$ cat src/rtl/ws2812_pkg.sv
// Shared types and default timing for WS2812 serial line drivers.
// A future multi-panel driver is expected to reuse these constants.
package ws2812_pkg;

  typedef enum logic [1:0] {
    ST_IDLE  = 2'd0,
    ST_DATA  = 2'd1,
    ST_LATCH = 2'd2
  } state_e;

  localparam int unsigned BITS_PER_PIXEL = 24;

  // Defaults assume a 50 MHz system clock.
  localparam int unsigned DEF_NUM_PIXEL = 64;
  localparam int unsigned DEF_T_BIT     = 60;
  localparam int unsigned DEF_T0H       = 15;
  localparam int unsigned DEF_T1H       = 45;
  localparam int unsigned DEF_T_RST     = 15000;

  function automatic int unsigned max_u(input int unsigned a, input int unsigned b);
    return (a > b) ? a : b;
  endfunction

endpackage

$ cat src/rtl/ws2812_bit_enc.sv
// Slot cycle counter and NRZ high-time compare for one WS2812 bit slot.
// The same counter times the latch period when latch_mode is set.
module ws2812_bit_enc
  import ws2812_pkg::*;
#(
  parameter int unsigned T_BIT = DEF_T_BIT,
  parameter int unsigned T0H   = DEF_T0H,
  parameter int unsigned T1H   = DEF_T1H,
  parameter int unsigned T_RST = DEF_T_RST
) (
  input  logic clk,
  input  logic rst_n,
  input  logic run,
  input  logic latch_mode,
  input  logic bit_in,
  output logic slot_end,
  output logic dout
);

  localparam int unsigned CYC_W = $clog2(max_u(T_BIT, T_RST));

  logic [CYC_W-1:0] cnt_cyc_q, cnt_cyc_d;
  logic [CYC_W-1:0] limit_s, hi_len_s;
  logic             slot_end_s;
  logic             dout_q, dout_d;

  // Next counter value and next line level.
  always_comb begin
    limit_s    = latch_mode ? CYC_W'(T_RST - 1) : CYC_W'(T_BIT - 1);
    hi_len_s   = bit_in ? CYC_W'(T1H) : CYC_W'(T0H);
    slot_end_s = run && (cnt_cyc_q == limit_s);
    if (!run) begin
      cnt_cyc_d = '0;
    end else if (slot_end_s) begin
      cnt_cyc_d = '0;
    end else begin
      cnt_cyc_d = cnt_cyc_q + CYC_W'(1);
    end
    // Registered compare: the line lags cnt_cyc by one cycle in every slot.
    dout_d = run && !latch_mode && (cnt_cyc_q < hi_len_s);
  end

  // Counter and line registers; reset forces the line low at once.
  always_ff @(posedge clk or negedge rst_n) begin
    if (!rst_n) begin
      cnt_cyc_q <= '0;
      dout_q    <= 1'b0;
    end else begin
      cnt_cyc_q <= cnt_cyc_d;
      dout_q    <= dout_d;
    end
  end

  assign slot_end = slot_end_s;
  assign dout     = dout_q;

endmodule

$ cat src/rtl/ws2812_drv_chk.sv
// Simulation-only legality check on the driver's timing parameters.
module ws2812_drv_chk
  import ws2812_pkg::*;
#(
  parameter int unsigned NUM_PIXEL = DEF_NUM_PIXEL,
  parameter int unsigned T_BIT     = DEF_T_BIT,
  parameter int unsigned T0H       = DEF_T0H,
  parameter int unsigned T1H       = DEF_T1H
) (
  input logic clk
);

  param_legal_a: assert property (@(posedge clk)
    (T0H > 0) && (T0H < T1H) && (T1H < T_BIT) && (NUM_PIXEL > 0) && (NUM_PIXEL <= 128));

endmodule

$ cat src/rtl/ws2812_drv.sv
// WS2812 frame sequencer: walks pixel/bit addresses for data_cfg, drives the
// NRZ line through ws2812_bit_enc and closes each frame with a latch period.
module ws2812_drv
  import ws2812_pkg::*;
#(
  parameter int unsigned NUM_PIXEL = DEF_NUM_PIXEL,
  parameter int unsigned T_BIT     = DEF_T_BIT,
  parameter int unsigned T0H       = DEF_T0H,
  parameter int unsigned T1H       = DEF_T1H,
  parameter int unsigned T_RST     = DEF_T_RST
) (
  input  logic       sys_clk,
  input  logic       sys_rst_n,
  input  logic       start,
  input  logic       bit_in,
  output logic [4:0] cnt_bit,
  output logic [6:0] cnt_pixel,
  output logic       dout,
  output logic       busy,
  output logic       frame_done
);

  localparam logic [4:0] LAST_BIT   = 5'(BITS_PER_PIXEL - 1);
  localparam logic [6:0] LAST_PIXEL = 7'(NUM_PIXEL - 1);

  state_e     state_q, state_d;
  logic [4:0] cnt_bit_q, cnt_bit_d;
  logic [6:0] cnt_pixel_q, cnt_pixel_d;
  logic       busy_q, busy_d;
  logic       frame_done_q, frame_done_d;
  logic       slot_end_s;

  ws2812_bit_enc #(
    .T_BIT (T_BIT),
    .T0H   (T0H),
    .T1H   (T1H),
    .T_RST (T_RST)
  ) u_enc (
    .clk        (sys_clk),
    .rst_n      (sys_rst_n),
    .run        (state_q != ST_IDLE),
    .latch_mode (state_q == ST_LATCH),
    .bit_in     (bit_in),
    .slot_end   (slot_end_s),
    .dout       (dout)
  );

  ws2812_drv_chk #(
    .NUM_PIXEL (NUM_PIXEL),
    .T_BIT     (T_BIT),
    .T0H       (T0H),
    .T1H       (T1H)
  ) u_chk (
    .clk (sys_clk)
  );

  // Frame sequencing; start is only looked at in IDLE and on the final latch cycle.
  always_comb begin
    state_d      = state_q;
    cnt_bit_d    = cnt_bit_q;
    cnt_pixel_d  = cnt_pixel_q;
    frame_done_d = 1'b0;
    case (state_q)
      ST_IDLE: begin
        cnt_bit_d   = 5'd0;
        cnt_pixel_d = 7'd0;
        if (start) begin
          state_d = ST_DATA;
        end else begin
          state_d = ST_IDLE;
        end
      end
      ST_DATA: begin
        if (!slot_end_s) begin
          state_d = ST_DATA;
        end else if (cnt_bit_q != LAST_BIT) begin
          cnt_bit_d = cnt_bit_q + 5'd1;
        end else if (cnt_pixel_q != LAST_PIXEL) begin
          cnt_bit_d   = 5'd0;
          cnt_pixel_d = cnt_pixel_q + 7'd1;
        end else begin
          cnt_bit_d   = 5'd0;
          cnt_pixel_d = 7'd0;
          state_d     = ST_LATCH;
        end
      end
      ST_LATCH: begin
        if (slot_end_s) begin
          frame_done_d = 1'b1;
          state_d      = start ? ST_DATA : ST_IDLE;
        end else begin
          state_d = ST_LATCH;
        end
      end
      default: begin
        state_d     = ST_IDLE;
        cnt_bit_d   = 5'd0;
        cnt_pixel_d = 7'd0;
      end
    endcase
    busy_d = (state_d != ST_IDLE);
  end

  // State and registered outputs.
  always_ff @(posedge sys_clk or negedge sys_rst_n) begin
    if (!sys_rst_n) begin
      state_q      <= ST_IDLE;
      cnt_bit_q    <= 5'd0;
      cnt_pixel_q  <= 7'd0;
      busy_q       <= 1'b0;
      frame_done_q <= 1'b0;
    end else begin
      state_q      <= state_d;
      cnt_bit_q    <= cnt_bit_d;
      cnt_pixel_q  <= cnt_pixel_d;
      busy_q       <= busy_d;
      frame_done_q <= frame_done_d;
    end
  end

  assign cnt_bit    = cnt_bit_q;
  assign cnt_pixel  = cnt_pixel_q;
  assign busy       = busy_q;
  assign frame_done = frame_done_q;

endmodule

$ cat config.mk
export PLATFORM = sky130hd
export DESIGN_NAME = ws2812_drv
export DESIGN_NICKNAME = d
export VERILOG_FILES = /design/src/rtl/ws2812_pkg.sv /design/src/rtl/ws2812_bit_enc.sv /design/src/rtl/ws2812_drv_chk.sv /design/src/rtl/ws2812_drv.sv
export SDC_FILE = /design/constraint.sdc
export NUM_CORES = 1
export LEC_CHECK = 0
export ABC_CLOCK_PERIOD_IN_PS = 2700
export BUFFER_PORTS_ARGS = -buffer_cell sky130_fd_sc_hd__buf_2
export CORE_ASPECT_RATIO = 1.4
export CORE_UTILIZATION = 30
export CTS_CLUSTER_DIAMETER = 80
export DETAILED_ROUTE_END_ITERATION = 8
export HOLD_SLACK_MARGIN = 0.06
export SLEW_MARGIN = 20
export SYNTH_ARGS = -nofsm -noshare
export SYNTH_HDL_FRONTEND = slang
export SYNTH_SLANG_ARGS = --single-unit
$ cat constraint.sdc
create_clock -name sys_clk -period 2.7 [get_ports sys_clk]
set_clock_uncertainty 0.05 [all_clocks]
set_input_delay 0.27 -clock sys_clk [delete_from_list [all_inputs] [get_ports sys_clk]]
set_output_delay 0.27 -clock sys_clk [all_outputs]
set_load 0.005 [all_outputs]
==> results.sh <==
export IMPL_status="completed"
export IMPL_path_cells="or4_4 -> nor4_4 -> o21ai_1 -> or4_1 -> nand3_1"
export IMPL_drive_above_1_share=0.1566
export IMPL_synth_avg_cell_area_um2=9.441
export IMPL_cp_required_ns=2.87
export IMPL_die_w_um=64.90
export IMPL_hold_path_end="busy$_DFF_PN0_"
export IMPL_cap_violations=0
export IMPL_max_slew_margin=0.4859
export IMPL_final_max_slew_viol_count=0
export IMPL_ys_top_cells_by_count="dfrtp_1 (31), nand2_1 (21), nor2_1 (21), nand3_1 (18), xor2_1 (10)"
export IMPL_routabilityCongestion=0.7676
export IMPL_synth_fp_nets=185
export IMPL_vias=1334
export IMPL_setup_viol=0
export IMPL_regToRegEndpoint="cnt_bit[0]$_DFFE_PN0P_"
export IMPL_synth_area_mm2=0.001662
export IMPL_multi_input_area_um2=840.8
export IMPL_overflow=0
export IMPL_vdd_drop_max_uv=192.7
export IMPL_grt_pass1_wl_um=5858
export IMPL_ant_nets=0
export IMPL_power_density_mw_per_mm2=657.0
export IMPL_fin_area_mm2=0.001914
export IMPL_drc=0
export IMPL_seq_area_frac_synth=0.4669
export IMPL_grt_setup_unrepaired="false"
export IMPL_end_kind="register"
export IMPL_rows=31
export IMPL_ctsRootBufferMaster="clkbuf_8"
export IMPL_worst_slew_pin_slew_ns=0.7660
export IMPL_dr_pass1_iters=4
export IMPL_synth_top_cell_area_share=0.4669
export IMPL_synth_seq_cells=31
export IMPL_r2r_start="u_enc.cnt_cyc_q[9]$_DFF_PN0_"
export IMPL_fin_setup_tns_ns=0
export IMPL_crit_fanout=11
export IMPL_fp_dieArea_mm2=0.005845
export IMPL_slowest_stage="or4_1"
export IMPL_wl_per_cell_um=12.97
export IMPL_yosys_warnings=0
export IMPL_synth_edf_count=0
export IMPL_area_growth_pct=15.21
export IMPL_hold_viol_final=0
export IMPL_grt_total_usage=0.1285
export IMPL_cts_resized=0
export IMPL_hp_class="in2reg"
export IMPL_regArea_um2=775.7
export IMPL_htree_num_levels=2
export IMPL_arrival_ns=2.59
export IMPL_antenna_found_initial=0
export IMPL_cts_setup_buffers=0
export IMPL_power_total_w=0.001258
export IMPL_max_stage_delay_ns=0.58
export IMPL_synth_most_common_cell="dfrtp_1"
export IMPL_r2r_slack_ns=0.28
export IMPL_fmax_mhz=413.1
export IMPL_hp_start="start"
export IMPL_async_flop_share=1.000
export IMPL_die_h_um=90.06
export IMPL_cts_tree="yes"
export IMPL_num_antenna_cells=0
export IMPL_coreArea_mm2=0.005236
export IMPL_min_period_ns=2.421
export IMPL_p_leak_nw=0.8815
export IMPL_ff2ff_path_depth=5
export IMPL_netlist_instances=176
export IMPL_start_kind="register"
export IMPL_ios=19
export IMPL_dpl_instance_area_mm2=0.001823
export IMPL_ys_types=38
export IMPL_whs_path_depth=3
export IMPL_io_buffers=18
export IMPL_path_clk_slew_ns=0.06
export IMPL_grt_max_degree=32
export IMPL_synthFlopType="dfrtp_1"
export IMPL_crit_type="reg2reg"
export IMPL_synth_area_leaders="dfrtp_1 (47%), nand3_1 (5.4%), xor2_1 (5.3%)"
export IMPL_grt_pass1_vias=1266
export IMPL_numCtsBuffers=5
export IMPL_place_detailed_hpwl_um=2411
export IMPL_cts_hold_buf=1
export IMPL_postRouteWirelength_um=3423
export IMPL_fillers=529
export IMPL_setup_slack_ns=0.2790
export IMPL_hold_slack_ns=0.2807
export IMPL_drt_iter0_drc=69
export IMPL_finalCritPeriodShare=0.8967
export IMPL_initial_utilization=0.3173
export IMPL_fin_nets=206
export IMPL_cts_sinks=31
export IMPL_clock_path_buffers=2
export IMPL_synth_largest_area_cell="dfrtp_1"
export IMPL_clock_latency_ns=0.29
export IMPL_viasPerCell=5.053
export IMPL_place_ws_ns=0.2992
==> critical path, delay by kind of cell (launching register included) <==
kind / cells / cell delay (ns)
simple gates: 4 / 1.56
flops: 1 / 0.42
compound gates: 1 / 0.33
==> per-layer routing <==
metal,share of wire,track usage,vias up
li1,-,-,669
met1,0.42,0.1414,628
met2,0.52,0.2292,32
met3,0.043,0.03934,5
met4,0.014,0.03889,0
met5,0,0,-
==> final cells by class <==
class                      instances  share of cell area
multi-input combinational        134              0.4392
sequential                        31              0.4052
timing repair buffer              22             0.06405
tap                               66             0.04314
clock buffer                       7             0.03987
inverter                           3            0.005882
clock inverter                     1            0.002614
==> cell families after synthesis <==
logic type | share of synthesized area
AOI/OAI and AO/OA | 0.1032
xor gates and xnor gates | 0.06852
and+or+nand+nor | 0.2847
muxes | 0.01205
DFF | 0.4669
adders and majority gates | 0.03765
buffers and inverters | 0.02710
==> cell usage in the layout, fill, tap and decap left out, types with 2 or more instances in the layout <==
| cell type | instances |
|---|---|
| nor2_1 | 21 |
| nor3_1 | 4 |
| buf_4 | 3 |
| ha_1 | 5 |
| clkbuf_1 | 2 |
| clkbuf_8 | 5 |
| nand3_1 | 18 |
| nand2b_1 | 2 |
| nand4b_1 | 2 |
| or3_1 | 4 |
| mux2i_1 | 2 |
| xor2_1 | 10 |
| or4_1 | 5 |
| inv_1 | 3 |
| o211ai_1 | 8 |
| nand2_1 | 21 |
| buf_2 | 18 |
| dfrtp_1 | 31 |
| and3_1 | 3 |
| nand3b_1 | 3 |
| o21ai_0 | 4 |
| xnor2_1 | 3 |
| o21bai_1 | 2 |
| nor2b_1 | 2 |
==> worst max path at each step <==
stage | from | endpoint | slack (ns)
6_report | u_enc.cnt_cyc_q[9]$_DFF_PN0_ | cnt_bit[0]$_DFFE_PN0P_ | 0.28
3_3_place_gp | u_enc.cnt_cyc_q[9]$_DFF_PN0_ | cnt_bit[0]$_DFFE_PN0P_ | 0.35
4_1_cts | u_enc.cnt_cyc_q[9]$_DFF_PN0_ | cnt_bit[0]$_DFFE_PN0P_ | 0.28
5_1_grt | u_enc.cnt_cyc_q[9]$_DFF_PN0_ | cnt_bit[0]$_DFFE_PN0P_ | 0.18
2_1_floorplan | u_enc.cnt_cyc_q[9]$_DFF_PN0_ | cnt_pixel[5]$_DFFE_PN0P_ | 0.60
3_5_place_dp | u_enc.cnt_cyc_q[9]$_DFF_PN0_ | cnt_bit[0]$_DFFE_PN0P_ | 0.30
==> state kept, by name (all words and copies together) (netlist names) <==
signal / flops
u_enc.cnt_cyc_q: 14
cnt_pixel: 7
cnt_bit: 5
state_q: 2
busy: 1
frame_done: 1
u_enc.dout: 1
==> metrics by stage <==
step             util  std cells
2_1_floorplan       -        176
3_3_place_gp   0.3481        255
3_5_place_dp   0.3481        255
4_1_cts        0.3656        264
5_1_grt        0.3656        264
6_report       0.3656        264
==> where the power goes <==
| part | leakage [nW] | internal [W] | switching, W |
|---|---|---|---|
| clock | 0.0422 | 0.000181 | 0.000174 |
| combinational | 0.433 | 0.000130 | 0.000136 |
| sequential | 0.406 | 0.000539 | 0.0000974 |
(Power assumes the default switching activity.)
